--- config.mk ---
export PLATFORM = sky130hd
export DESIGN_NAME = sync_fifo_flags
export DESIGN_NICKNAME = d
export VERILOG_FILES = /design/src/rtl/sync_fifo_flags.sv
export SDC_FILE = /design/constraint.sdc
export NUM_CORES = 1
export LEC_CHECK = 0
export CAP_MARGIN = 20
export CORE_ASPECT_RATIO = 1.75
export CORE_MARGIN = 5
export CORE_UTILIZATION = 50
export DETAILED_ROUTE_END_ITERATION = 10
export PLACE_DENSITY = 0.68
export SYNTH_ARGS = -nofsm -noshare
export SYNTH_HDL_FRONTEND = slang
export SYNTH_SLANG_ARGS = --single-unit
--- constraint.sdc ---
create_clock -name clk -period 3.5 [get_ports clk]
set_clock_uncertainty 0.05 [all_clocks]
set_input_delay 1.05 -clock clk [delete_from_list [all_inputs] [get_ports clk]]
set_output_delay 1.05 -clock clk [all_outputs]
set_load 0.03 [all_outputs]
--- src/rtl/sync_fifo_flags.sv ---
// Single-clock FIFO with occupancy count, programmable almost-full/almost-empty
// thresholds, sticky overflow/underflow flags and an optional first-word-fall-through read port.
module sync_fifo_flags #(
  parameter int DATA_WIDTH = 8,
  parameter int ADDR_WIDTH = 4,
  parameter int DEPTH      = 1 << ADDR_WIDTH,
  parameter int AFULL_TH   = 12,
  parameter int AEMPTY_TH  = 4,
  parameter int FWFT       = 0
) (
  input  logic                  clk,
  input  logic                  rst,
  input  logic                  wr_en,
  input  logic [DATA_WIDTH-1:0] din,
  input  logic                  rd_en,
  output logic [DATA_WIDTH-1:0] dout,
  output logic                  full,
  output logic                  empty,
  output logic                  almost_full,
  output logic                  almost_empty,
  output logic [ADDR_WIDTH:0]   count,
  output logic                  overflow,
  output logic                  underflow,
  input  logic                  clr_err
);

  localparam int CNT_W = ADDR_WIDTH + 1;
  localparam logic [CNT_W-1:0]      DEPTH_C  = CNT_W'(DEPTH);
  localparam logic [CNT_W-1:0]      AFULL_C  = CNT_W'(AFULL_TH);
  localparam logic [CNT_W-1:0]      AEMPTY_C = CNT_W'(AEMPTY_TH);
  localparam logic [CNT_W-1:0]      CNT_ONE  = CNT_W'(1);
  localparam logic [ADDR_WIDTH-1:0] PTR_ONE  = ADDR_WIDTH'(1);

  // Illegal parameterisations stop elaboration
  if (DEPTH != (1 << ADDR_WIDTH)) begin : g_bad_depth
    $error("sync_fifo_flags: DEPTH must equal 1<<ADDR_WIDTH");
  end
  if ((AFULL_TH < 1) || (AFULL_TH > DEPTH)) begin : g_bad_afull
    $error("sync_fifo_flags: AFULL_TH must lie in 1..DEPTH");
  end
  if ((AEMPTY_TH < 0) || (AEMPTY_TH > DEPTH - 1)) begin : g_bad_aempty
    $error("sync_fifo_flags: AEMPTY_TH must lie in 0..DEPTH-1");
  end

  logic [DATA_WIDTH-1:0] mem_r [DEPTH];
  logic [ADDR_WIDTH-1:0] wr_ptr_r;
  logic [ADDR_WIDTH-1:0] rd_ptr_r;
  logic [ADDR_WIDTH-1:0] rd_addr_s;
  logic [CNT_W-1:0]      count_r;
  logic [CNT_W-1:0]      count_nxt_s;
  logic                  full_r;
  logic                  empty_r;
  logic                  afull_r;
  logic                  aempty_r;
  logic                  overflow_r;
  logic                  underflow_r;
  logic                  wr_acc_s;
  logic                  rd_acc_s;
  logic [DATA_WIDTH-1:0] dout_r;
  logic [DATA_WIDTH-1:0] dout_nxt_s;

  // Accept decisions use only the registered full/empty of this cycle
  always_comb begin
    wr_acc_s = wr_en & ~full_r;
    rd_acc_s = rd_en & ~empty_r;
  end

  // Next occupancy
  always_comb begin
    count_nxt_s = count_r;
    case ({wr_acc_s, rd_acc_s})
      2'b10:   count_nxt_s = count_r + CNT_ONE;
      2'b01:   count_nxt_s = count_r - CNT_ONE;
      default: count_nxt_s = count_r;
    endcase
  end

  // Head address after this edge; FWFT bypasses din when writing into the new head slot
  always_comb begin
    rd_addr_s  = rd_ptr_r;
    dout_nxt_s = dout_r;
    if (rd_acc_s) begin
      rd_addr_s = rd_ptr_r + PTR_ONE;
    end else begin
      rd_addr_s = rd_ptr_r;
    end
    if (FWFT != 0) begin
      if (wr_acc_s && (wr_ptr_r == rd_addr_s)) begin
        dout_nxt_s = din;
      end else begin
        dout_nxt_s = mem_r[rd_addr_s];
      end
    end else if (rd_acc_s) begin
      dout_nxt_s = mem_r[rd_ptr_r];
    end else begin
      dout_nxt_s = dout_r;
    end
  end

  // Storage array; contents survive reset
  always_ff @(posedge clk) begin
    if (wr_acc_s) begin
      mem_r[wr_ptr_r] <= din;
    end
  end

  // Pointers, occupancy, status flags decoded from next count, and read data
  always_ff @(posedge clk) begin
    if (rst) begin
      wr_ptr_r <= '0;
      rd_ptr_r <= '0;
      count_r  <= '0;
      full_r   <= 1'b0;
      empty_r  <= 1'b1;
      afull_r  <= 1'b0;
      aempty_r <= 1'b1;
      dout_r   <= '0;
    end else begin
      if (wr_acc_s) begin
        wr_ptr_r <= wr_ptr_r + PTR_ONE;
      end
      rd_ptr_r <= rd_addr_s;
      count_r  <= count_nxt_s;
      full_r   <= (count_nxt_s == DEPTH_C);
      empty_r  <= (count_nxt_s == '0);
      afull_r  <= (count_nxt_s >= AFULL_C);
      aempty_r <= (count_nxt_s <= AEMPTY_C);
      dout_r   <= dout_nxt_s;
    end
  end

  // Sticky error flags: a new error in the same cycle as clr_err wins
  always_ff @(posedge clk) begin
    if (rst) begin
      overflow_r  <= 1'b0;
      underflow_r <= 1'b0;
    end else begin
      if (wr_en && full_r) begin
        overflow_r <= 1'b1;
      end else if (clr_err) begin
        overflow_r <= 1'b0;
      end
      if (rd_en && empty_r) begin
        underflow_r <= 1'b1;
      end else if (clr_err) begin
        underflow_r <= 1'b0;
      end
    end
  end

  assign dout         = dout_r;
  assign full         = full_r;
  assign empty        = empty_r;
  assign almost_full  = afull_r;
  assign almost_empty = aempty_r;
  assign count        = count_r;
  assign overflow     = overflow_r;
  assign underflow    = underflow_r;

endmodule

---- Word-level counts from Yosys, hierarchy flattened ----
Memory sizes are Yosys's and may differ from the RTL's. A register that Yosys moved wholly into a read port is not among the register bits.
Cells that the tools add are included.
Widths: inputs -> output; s select.
storage, ports and cells
  flip-flop bits (word level) ............. 19
  bits in writable memories ............... 128
  input port bits ......................... 13
  output and inout bits ................... 19
  logic and storage cells ................. 34
  memories kept ........................... 1
memory list
  name   words  width  rd ports  clocked after Yosys merged registers in  wr ports  RTL line  text
  mem_r  16     8      1         1                                        1         45        logic [DATA_WIDTH-1:0] mem_r [DEPTH];
operators by class
  magnitude comparators ................... 2
  reduce and logical (&&, ||, !) cells .... 5
  equality and inequality tests ........... 3
  add/subtract/negate cells ............... 4
  muxes and demuxes ....................... 6
  bitwise operators ....................... 4
operator list
  kind                 count
  $pmux 5 s2           1
  $add 4x1->4 const B  2
  $add 5x1->5 const B  1
  $eq 5x5->1 const B   1
  $ge 5x4->1 const B   1
  $le 5x3->1 const B   1
  $logic_not 5->1      1
  $mux 1               5
  $sub 5x1->5 const B  1
  $reduce_bool 2->1    2
  $and 1x1->1          2
  $eq 2x1->1 const B   1
  $eq 2x2->1 const B   1
  $logic_and 1x1->1    2
  $not 1->1            2

---- Logic depth before layout (Yosys ltp) ----
Gate-level depths: netlist (run 1).
  word-level depth ........................ 5
  gate-level depth with buffers ........... 11
  depth with buffers taken out ............ 11

---- Worst setup path after synthesis (run 1) ----
OpenSTA, ideal clock, no wires.
  kind .................................... in2reg
  start point ............................. input wr_en
  end point ............................... register aempty_r, in the netlist almost_empty
  setup slack ............................. 0.636 ns
  setup time .............................. 0.095 ns
  data arrival time ....................... 2.719 ns
  required time ........................... 3.355 ns
  path buffers ............................ 0
  stages on the path ...................... 11
  cells stage by stage .................... nor2b_4 inv_2 nand2_1 xnor2_1 ha_1 nor4b_1 a31oi_1 a221oi_2 xnor2_1 nor2_4 a221oi_1
on the way
  cells in the longest elaborated chain, start to end .. 4
  elaborated cells on any way between the ends .. 5
  those cells by class .................... order compare: 1; eq/ne: 2; mux: 1; bitwise: 1
ends and longest elaborated chain
  item                                             RTL line  text
  from (decl)                                      13        input logic wr_en,
  $and 1x1->1 (*)                                  64        wr_acc_s = wr_en & ~full_r;
  $eq 2x1->1 / $eq 2x2->1 (equally long branches)  71        case ({wr_acc_s, rd_acc_s})
  $pmux 5 s2 (*)                                   71
  $le 5x3->1 (*)                                   127       aempty_r <= (count_nxt_s <= AEMPTY_C);
  to (signal assigned)                             127
  to (decl)                                        54        logic aempty_r;
Every way passes the cells marked *; elsewhere a longest branch is shown, timed or not.
A chain may end at the register's enable or synchronous reset.

---- Worst setup path after layout (run 1) ----
Same ends and word-level chain as after synthesis.

==> metrics.txt, run 1 <==
# TYPE chip_impl_metric gauge
chip_impl_info{name="run_status",value="complete, no violations"} 1
chip_impl_metric{name="clk_latency",unit="ns"} 0.42
chip_impl_metric{name="drt_wl_total",unit="mm"} 11.74
chip_impl_info{name="cts_root_buffer",value="clkbuf_16"} 1
chip_impl_metric{name="timing.setup.tns",unit="ns"} 0
chip_impl_info{name="hold_path.class",value="register to register"} 1
chip_impl_metric{name="tritoncts_num_sinks",unit=""} 155
chip_impl_metric{name="cts-buffers-inserted",unit=""} 17
chip_impl_metric{name="placedCellCount",unit=""} 554
chip_impl_metric{name="setup_viol",unit=""} 0
chip_impl_metric{name="path_max_fanout",unit=""} 5
chip_impl_metric{name="timing.critical_path.arrival",unit="ns"} 3.32
chip_impl_metric{name="worst_pin_slew",unit="ns"} 0.6925
chip_impl_metric{name="vias_per_cell",unit=""} 5.430
chip_impl_info{name="synthTopCellsByArea",value="edfxtp_1 63%, mux4_2 12%, dfxtp_1 8.9%"} 1
chip_impl_metric{name="power_frac_comb",unit="%"} 17.7
chip_impl_metric{name="grt_antenna_before_repair",unit=""} 0
chip_impl_metric{name="clkSlewWorstSetupHoldPaths",unit="ns"} 0.07
chip_impl_metric{name="drt_drc_violations_left",unit=""} 0
chip_impl_info{name="synth_flop_cell",value="edfxtp_1"} 1
chip_impl_metric{name="syn_to_final_growth",unit="%"} 18.77
chip_impl_metric{name="antenna_left",unit=""} 0
chip_impl_metric{name="grt_overflow_total",unit=""} 0
chip_impl_metric{name="drt_first_pass_iters",unit=""} 4
chip_impl_metric{name="post_cts.resized_instances",unit=""} 0
chip_impl_metric{name="post_dp_cell_area",unit="µm²"} 6705
chip_impl_metric{name="antenna_cells_inserted",unit=""} 0
chip_impl_metric{name="floorplan.core_area",unit="µm²"} 12000
chip_impl_metric{name="final_hold_viol_count",unit=""} 0
chip_impl_metric{name="place_congestion",unit=""} 0.7509
chip_impl_metric{name="seq_power_share",unit="%"} 46.7
chip_impl_metric{name="floorplan.initialDensity",unit="%"} 50.88
chip_impl_metric{name="vdd_drop_max",unit="V"} 0.0004069
chip_impl_metric{name="power.switching_fraction",unit="%"} 26.92
chip_impl_info{name="synthDominantAreaCellType",value="edfxtp_1"} 1
chip_impl_metric{name="utilization",unit="%"} 60.43
chip_impl_metric{name="detailedRoute.firstIterationViolations",unit=""} 217
chip_impl_metric{name="portBuffers",unit=""} 31
chip_impl_metric{name="yosys.cell_types.count",unit=""} 41
chip_impl_metric{name="ys_ff_latch",unit=""} 155
chip_impl_metric{name="yosysTopAreaCellShare",unit="%"} 62.94
chip_impl_metric{name="post-route-period-util",unit="%"} 87.20
chip_impl_metric{name="post_drt_wl_per_cell",unit="µm"} 20.04
chip_impl_metric{name="yosys_warnings",unit=""} 0
chip_impl_metric{name="postCtsSetupBuffers",unit=""} 0
chip_impl_metric{name="cts.hold.buffers_added",unit=""} 0
chip_impl_metric{name="vias",unit=""} 3182
chip_impl_metric{name="power.density",unit="nW/µm²"} 646.7
chip_impl_info{name="critPathLaunchType",value="primary input"} 1
chip_impl_metric{name="leakage",unit="nW"} 2.408
chip_impl_metric{name="die_height",unit="µm"} 156.2
chip_impl_metric{name="proportion_of_layout_cells_with_a_drive_suffix_above_1",unit="%"} 22.80
chip_impl_metric{name="synth_area",unit="µm²"} 6107
chip_impl_metric{name="first_global_vias",unit=""} 3332
chip_impl_metric{name="grt_start_max_net_pins",unit=""} 36
chip_impl_metric{name="ios",unit=""} 32
chip_impl_metric{name="max_cap_violations",unit=""} 0
chip_impl_metric{name="finalInstanceArea",unit="µm²"} 7253
chip_impl_metric{name="die-area",unit="µm²"} 14610
chip_impl_metric{name="die_x",unit="µm"} 93.55
chip_impl_metric{name="grtUsageTotal",unit="%"} 17.52
chip_impl_metric{name="ys_seq_area_share",unit="%"} 71.79
chip_impl_metric{name="grt_pass1_wl",unit="mm"} 18.51
chip_impl_info{name="worstSetupEndpointType",value="register"} 1
chip_impl_metric{name="fraction_of_power_consumed_by_the_clock_network",unit="%"} 35.6
chip_impl_metric{name="fp-row-count",unit=""} 53
chip_impl_metric{name="required",unit="ns"} 3.77
chip_impl_metric{name="fmaxAchievable",unit="GHz"} 0.3276
chip_impl_metric{name="final.min_clock_period",unit="ns"} 3.052
chip_impl_metric{name="nets",unit=""} 428
chip_impl_metric{name="clk_path_buf_depth",unit=""} 2
chip_impl_info{name="timing.setup.critical_path_class",value="primary input to register"} 1
chip_impl_metric{name="timing.slew.headroom",unit="%"} 53.74
chip_impl_metric{name="synth_enable_flop_cells",unit=""} 128
chip_impl_metric{name="final_cells",unit=""} 586
chip_impl_metric{name="synthArstFlopShare",unit="%"} 0
chip_impl_metric{name="post_syn_instances",unit=""} 355
chip_impl_metric{name="cts_max_level",unit=""} 4
chip_impl_metric{name="mapped_nets",unit=""} 375
chip_impl_metric{name="slew_violations",unit=""} 0
chip_impl_info{name="clock_tree_from_tritoncts",value="done"} 1
chip_impl_metric{name="design_power_total",unit="mW"} 4.691
chip_impl_metric{name="internal_power",unit="mW"} 3.428
chip_impl_metric{name="p_switching",unit="mW"} 1.263
chip_impl_metric{name="postSynthAreaPerCell",unit="µm²"} 17.20
chip_impl_metric{name="place.detailed.hpwl",unit="mm"} 8.280
chip_impl_info{name="rsz0062_at_grt",value="false"} 1
[final cells by class]
class	count	area (µm²)
sequential	155	4385
timing repair buffer	55	490.5
multi-input combinational	173	1600
inverter	6	22.52
tap	165	206.4
clock inverter	14	108.9
clock buffer	18	439.2
fill	899	4750
[path summary, 6_finish.rpt]
path              slack, ns  cells past startpoint            to         from
hold reg to reg        0.44                      2       dout[6]      dout[6]
setup / recovery       0.45                     12  almost_empty        wr_en
setup reg to reg       1.16                      6       dout[6]  rd_ptr_r[0]
hold / removal         0.44                      2       dout[6]      dout[6]
[synth_stat cells, types with 2 or more instances]
cell / number
a21boi_0: 2
clkbuf_1: 11
buf_4: 2
nand4_1: 2
nand2_1: 12
inv_2: 2
a21oi_1: 19
inv_1: 4
edfxtp_1: 128
buf_1: 2
nor3_1: 6
mux4_2: 32
and3_1: 2
xnor2_1: 6
xor2_1: 6
a31oi_1: 3
nand2b_1: 2
ha_1: 7
nor2_1: 35
dfxtp_1: 27
nor2b_1: 3
a22oi_1: 19
buf_2: 5
[layout by cell type (no fill, tap or decap), drive strengths merged, types with 3 or more instances in the layout]
cell type,instances
clkbuf,18
dfxtp,27
nor2,36
nand2b,3
nor3,6
nor2b,4
clkinv,7
nand2,12
inv,13
edfxtp,128
a31oi,3
buf,24
ha,7
xor2,6
xnor2,6
a22oi,19
mux4,32
clkdlybuf4s50,31
a21oi,19
[critical path, cell delays in order]
cell and delay (ns):
clkdlybuf4s50_1 0.48, nor2b_4 0.16, inv_2 0.05, nand2_1 0.07, xnor2_1 0.11, ha_1 0.25
nor3b_1 0.20, a31oi_1 0.14, a221oi_2 0.30, xnor2_1 0.22, nor2_4 0.07, a221oi_1 0.22
[cells by family after synthesis]
logic type               Yosys count  share of synthesized area [%]
flip-flops                       155                          71.79
buffers and inverters             27                          2.008
XOR/XNOR                          12                          1.721
AO/OA/AOI/OAI                     52                          5.675
multiplexers                      33                          11.96
adder cells (fa/ha/maj)            7                          1.434
AND/OR/NAND/NOR                   69                          5.409
[metrics by stage]
stage	worst slack (ns)	hold WS, ns
finish	0.4479	0.4441
global route	0.2851	0.4805
detailed placement	0.03053	0.4375
global placement	0.1218	0.4232
floorplan	0.6356	0.4317
CTS	0.4725	0.4530
[layer usage]
metal	vias up	GRT usage, %	share of wire, %
met5	-	0	0
met4	0	6.749	1.4
met3	10	4.102	3.4
met2	60	31.98	58
met1	1615	19.55	37
li1	1497	-	-
[power groups by stage]
stage / sequential, mW / combinational, mW / clock [mW]
after detailed placement: 2.23 / 0.835 / 0
after floorplan: 2.28 / 0.521 / 0
after global placement: 2.23 / 0.823 / 0
after CTS: 2.19 / 0.838 / 1.71
final: 2.19 / 0.828 / 1.67
after global routing: 2.21 / 0.898 / 1.79
[state kept, by name (all words and copies together) (netlist names)]
register      flops
empty             1
overflow          1
almost_empty      1
underflow         1
dout              8
almost_full       1
wr_ptr_r          4
full              1
mem_r           128
count             5
rd_ptr_r          4
Note: power is estimated with default switching activity, not from simulation.
==> run 2, diff against run 1 <==
--- a/config.mk
+++ b/config.mk
@@ -9,8 +9,10 @@
 export CORE_ASPECT_RATIO = 1.75
 export CORE_MARGIN = 5
 export CORE_UTILIZATION = 50
+export CTS_BUF_LIST = sky130_fd_sc_hd__clkbuf_16
 export DETAILED_ROUTE_END_ITERATION = 10
 export PLACE_DENSITY = 0.68
 export SYNTH_ARGS = -nofsm -noshare
 export SYNTH_HDL_FRONTEND = slang
 export SYNTH_SLANG_ARGS = --single-unit
+export TNS_END_PERCENT = 1
==> constraint.sdc (replaced) <==
create_clock -name clk -period 3.5 [get_ports clk]
set_clock_uncertainty 0.05 [all_clocks]
set_input_delay 0.525 -clock clk [delete_from_list [all_inputs] [get_ports clk]]
set_output_delay 0.525 -clock clk [all_outputs]
set_load 0.03 [all_outputs]
==> run 2 against run 1 <==
Compared with the run above:
- final cell count decreased by 0.51%
- cell area grew 1.2%
- worst setup slack gained 0.26 ns
- worst hold slack lost 0.00095 ns
- largest cell class unchanged
- highest routed layer unchanged
- clock power rose by 15%
- sequential power about the same
- register-to-register slack got worse by 0.28 ns
- die area is the same
- global-route usage is 0.77 points higher
==> metrics.txt, run 2 (same netlist as run 1, synthesis figures left out) <==
# TYPE chip_impl_metric gauge
chip_impl_metric{name="internal_power",unit="mW"} 3.641
chip_impl_info{name="timing.setup.critical_path_class",value="primary input to register"} 1
chip_impl_metric{name="setup_viol",unit=""} 0
chip_impl_metric{name="power.density",unit="nW/µm²"} 674.8
chip_impl_metric{name="nets",unit=""} 425
chip_impl_metric{name="cts-buffers-inserted",unit=""} 17
chip_impl_metric{name="max_reg_flops",unit=""} 128
chip_impl_info{name="rsz0062_at_grt",value="false"} 1
chip_impl_metric{name="die-area",unit="µm²"} 14610
chip_impl_metric{name="clk_latency",unit="ns"} 0.41
chip_impl_metric{name="grt_overflow_total",unit=""} 0
chip_impl_metric{name="power_frac_comb",unit="%"} 17.1
chip_impl_info{name="hold_start",value="dout[6]"} 1
chip_impl_metric{name="grt_start_max_net_pins",unit=""} 29
chip_impl_metric{name="leakage",unit="nW"} 2.422
chip_impl_metric{name="ff2ff_setup_slack",unit="ns"} 0.88
chip_impl_metric{name="vdd_drop_max",unit="V"} 0.0004252
chip_impl_metric{name="die_height",unit="µm"} 156.2
chip_impl_metric{name="fp-row-count",unit=""} 53
chip_impl_metric{name="grt_pass1_wl",unit="mm"} 19.04
chip_impl_metric{name="path_max_fanout",unit=""} 10
chip_impl_info{name="r2r_start",value="empty"} 1
chip_impl_metric{name="fill_cells",unit=""} 888
chip_impl_metric{name="clkSlewWorstSetupHoldPaths",unit="ns"} 0.07
chip_impl_metric{name="drt_drc_violations_left",unit=""} 0
chip_impl_metric{name="place.detailed.hpwl",unit="mm"} 8.182
chip_impl_metric{name="ios",unit=""} 32
chip_impl_metric{name="antenna_cells_inserted",unit=""} 0
chip_impl_metric{name="proportion_of_layout_cells_with_a_drive_suffix_above_1",unit="%"} 22.25
chip_impl_metric{name="timing.critical_path.arrival",unit="ns"} 3.06
chip_impl_info{name="clock_tree_from_tritoncts",value="done"} 1
chip_impl_metric{name="slew_violations",unit=""} 0
chip_impl_info{name="hold_path.class",value="register to register"} 1
chip_impl_metric{name="die_x",unit="µm"} 93.55
chip_impl_metric{name="clk_path_buf_depth",unit=""} 2
chip_impl_metric{name="timing.setup.tns",unit="ns"} 0
chip_impl_metric{name="syn_to_final_growth",unit="%"} 20.16
chip_impl_metric{name="post_cts.resized_instances",unit=""} 0
chip_impl_metric{name="cts.hold.buffers_added",unit=""} 0
chip_impl_info{name="final_cell_mix",value="128 x edfxtp_1, 35 x nor2_1, 32 x mux4_2"} 1
chip_impl_metric{name="floorplan.initialDensity",unit="%"} 50.88
chip_impl_metric{name="vias_per_cell",unit=""} 5.545
chip_impl_metric{name="vias",unit=""} 3233
chip_impl_info{name="critPathLaunchType",value="primary input"} 1
chip_impl_metric{name="post_drt_wl_per_cell",unit="µm"} 21.15
chip_impl_metric{name="p_switching",unit="mW"} 1.311
chip_impl_metric{name="first_global_vias",unit=""} 3360
chip_impl_metric{name="place_congestion",unit=""} 0.7808
chip_impl_metric{name="seq_power_share",unit="%"} 44.2
chip_impl_metric{name="final.min_clock_period",unit="ns"} 2.796
chip_impl_metric{name="finalInstanceArea",unit="µm²"} 7338
chip_impl_metric{name="cts_max_level",unit=""} 4
chip_impl_info{name="registers.top_by_ff_count",value="mem_r"} 1
chip_impl_metric{name="max_cap_violations",unit=""} 0
chip_impl_metric{name="hold_path_depth",unit=""} 2
chip_impl_metric{name="grtUsageTotal",unit="%"} 18.28
chip_impl_metric{name="worst_pin_slew",unit="ns"} 0.7592
chip_impl_metric{name="final_hold_viol_count",unit=""} 0
chip_impl_metric{name="reg2reg_path_depth",unit=""} 11
chip_impl_metric{name="timing.slew.headroom",unit="%"} 49.28
chip_impl_metric{name="drt_first_pass_iters",unit=""} 4
chip_impl_metric{name="tritoncts_num_sinks",unit=""} 155
chip_impl_metric{name="holdWs",unit="ns"} 0.4431
chip_impl_info{name="run_status",value="complete, no violations"} 1
chip_impl_metric{name="portBuffers",unit=""} 31
chip_impl_metric{name="postCtsSetupBuffers",unit=""} 0
chip_impl_metric{name="post-route-period-util",unit="%"} 79.88
chip_impl_metric{name="required",unit="ns"} 3.77
chip_impl_metric{name="fraction_of_power_consumed_by_the_clock_network",unit="%"} 38.7
chip_impl_metric{name="design_power_total",unit="mW"} 4.952
chip_impl_metric{name="floorplan.core_area",unit="µm²"} 12000
chip_impl_metric{name="power.switching_fraction",unit="%"} 26.47
chip_impl_info{name="worstSetupEndpointType",value="register"} 1
chip_impl_metric{name="detailedRoute.firstIterationViolations",unit=""} 230
chip_impl_info{name="rr_endpoint",value="almost_empty"} 1
chip_impl_metric{name="antenna_left",unit=""} 0
chip_impl_info{name="timing.hold.worst_endpoint",value="dout[6]"} 1
chip_impl_info{name="layout_commonest_cell",value="edfxtp_1"} 1
chip_impl_info{name="cts_root_buffer",value="clkbuf_16"} 1
chip_impl_metric{name="grt_antenna_before_repair",unit=""} 0
chip_impl_metric{name="drt_wl_total",unit="mm"} 12.33
chip_impl_metric{name="fmaxAchievable",unit="GHz"} 0.3577
chip_impl_metric{name="post_dp_cell_area",unit="µm²"} 6708
## run 2: layout make-up
class / count / area, µm² / area share, %
sequential: 155 / 4385 / 59.76
inverter: 6 / 22.52 / 0.3069
timing repair buffer: 52 / 493.0 / 6.718
clock inverter: 15 / 205.2 / 2.796
clock buffer: 17 / 425.4 / 5.797
multi-input combinational: 173 / 1600 / 21.81
tap: 165 / 206.4 / 2.813
## run 2: how the worst max path moves through the flow
stage	from	endpoint	slack, ns	depth (start not counted)
2_1_floorplan	empty	almost_empty	1.15	11
3_3_place_gp	rd_en	almost_empty	0.48	12
3_5_place_dp	rd_en	almost_empty	0.30	12
4_1_cts	rd_en	almost_empty	0.73	12
5_1_grt	rd_en	almost_empty	0.54	12
6_report	rd_en	almost_empty	0.70	12
## run 2: critical path, cell delays in order
cell and delay [ns]:
clkdlybuf4s50_1 0.52, nand2b_4 0.07, inv_2 0.15, nand2_1 0.09, xnor2_1 0.14, ha_1 0.24, nor4b_1 0.30, a31oi_1 0.10
a221oi_2 0.37, xnor2_1 0.24, nor2_4 0.07, a221oi_1 0.24
## run 2: through the flow
stage	worst slack (ns)	utilization (%)	instances
2_1_floorplan	1.149	-	355
3_3_place_gp	0.4797	55.88	551
3_5_place_dp	0.3012	55.88	551
4_1_cts	0.7282	61.14	583
5_1_grt	0.5399	61.14	583
6_report	0.7041	61.14	583
## run 2: power by group through the flow
stage	Clock [mW]	Sequential (mW)	Combinational, mW
floorplan	0	2.28	0.521
global placement	0	2.23	0.837
detailed placement	0	2.23	0.853
CTS	1.95	2.19	0.858
global route	2.04	2.20	0.916
finish	1.92	2.19	0.848
## run 2: routing by layer
| metal | wire (µm) | track usage [%] | vias up |
|---|---|---|---|
| li1 | - | - | 1482 |
| met1 | 4515 | 20.27 | 1641 |
| met2 | 7094 | 33.92 | 99 |
| met3 | 611 | 5.116 | 11 |
| met4 | 108 | 5.028 | 0 |
| met5 | 0 | 0 | - |
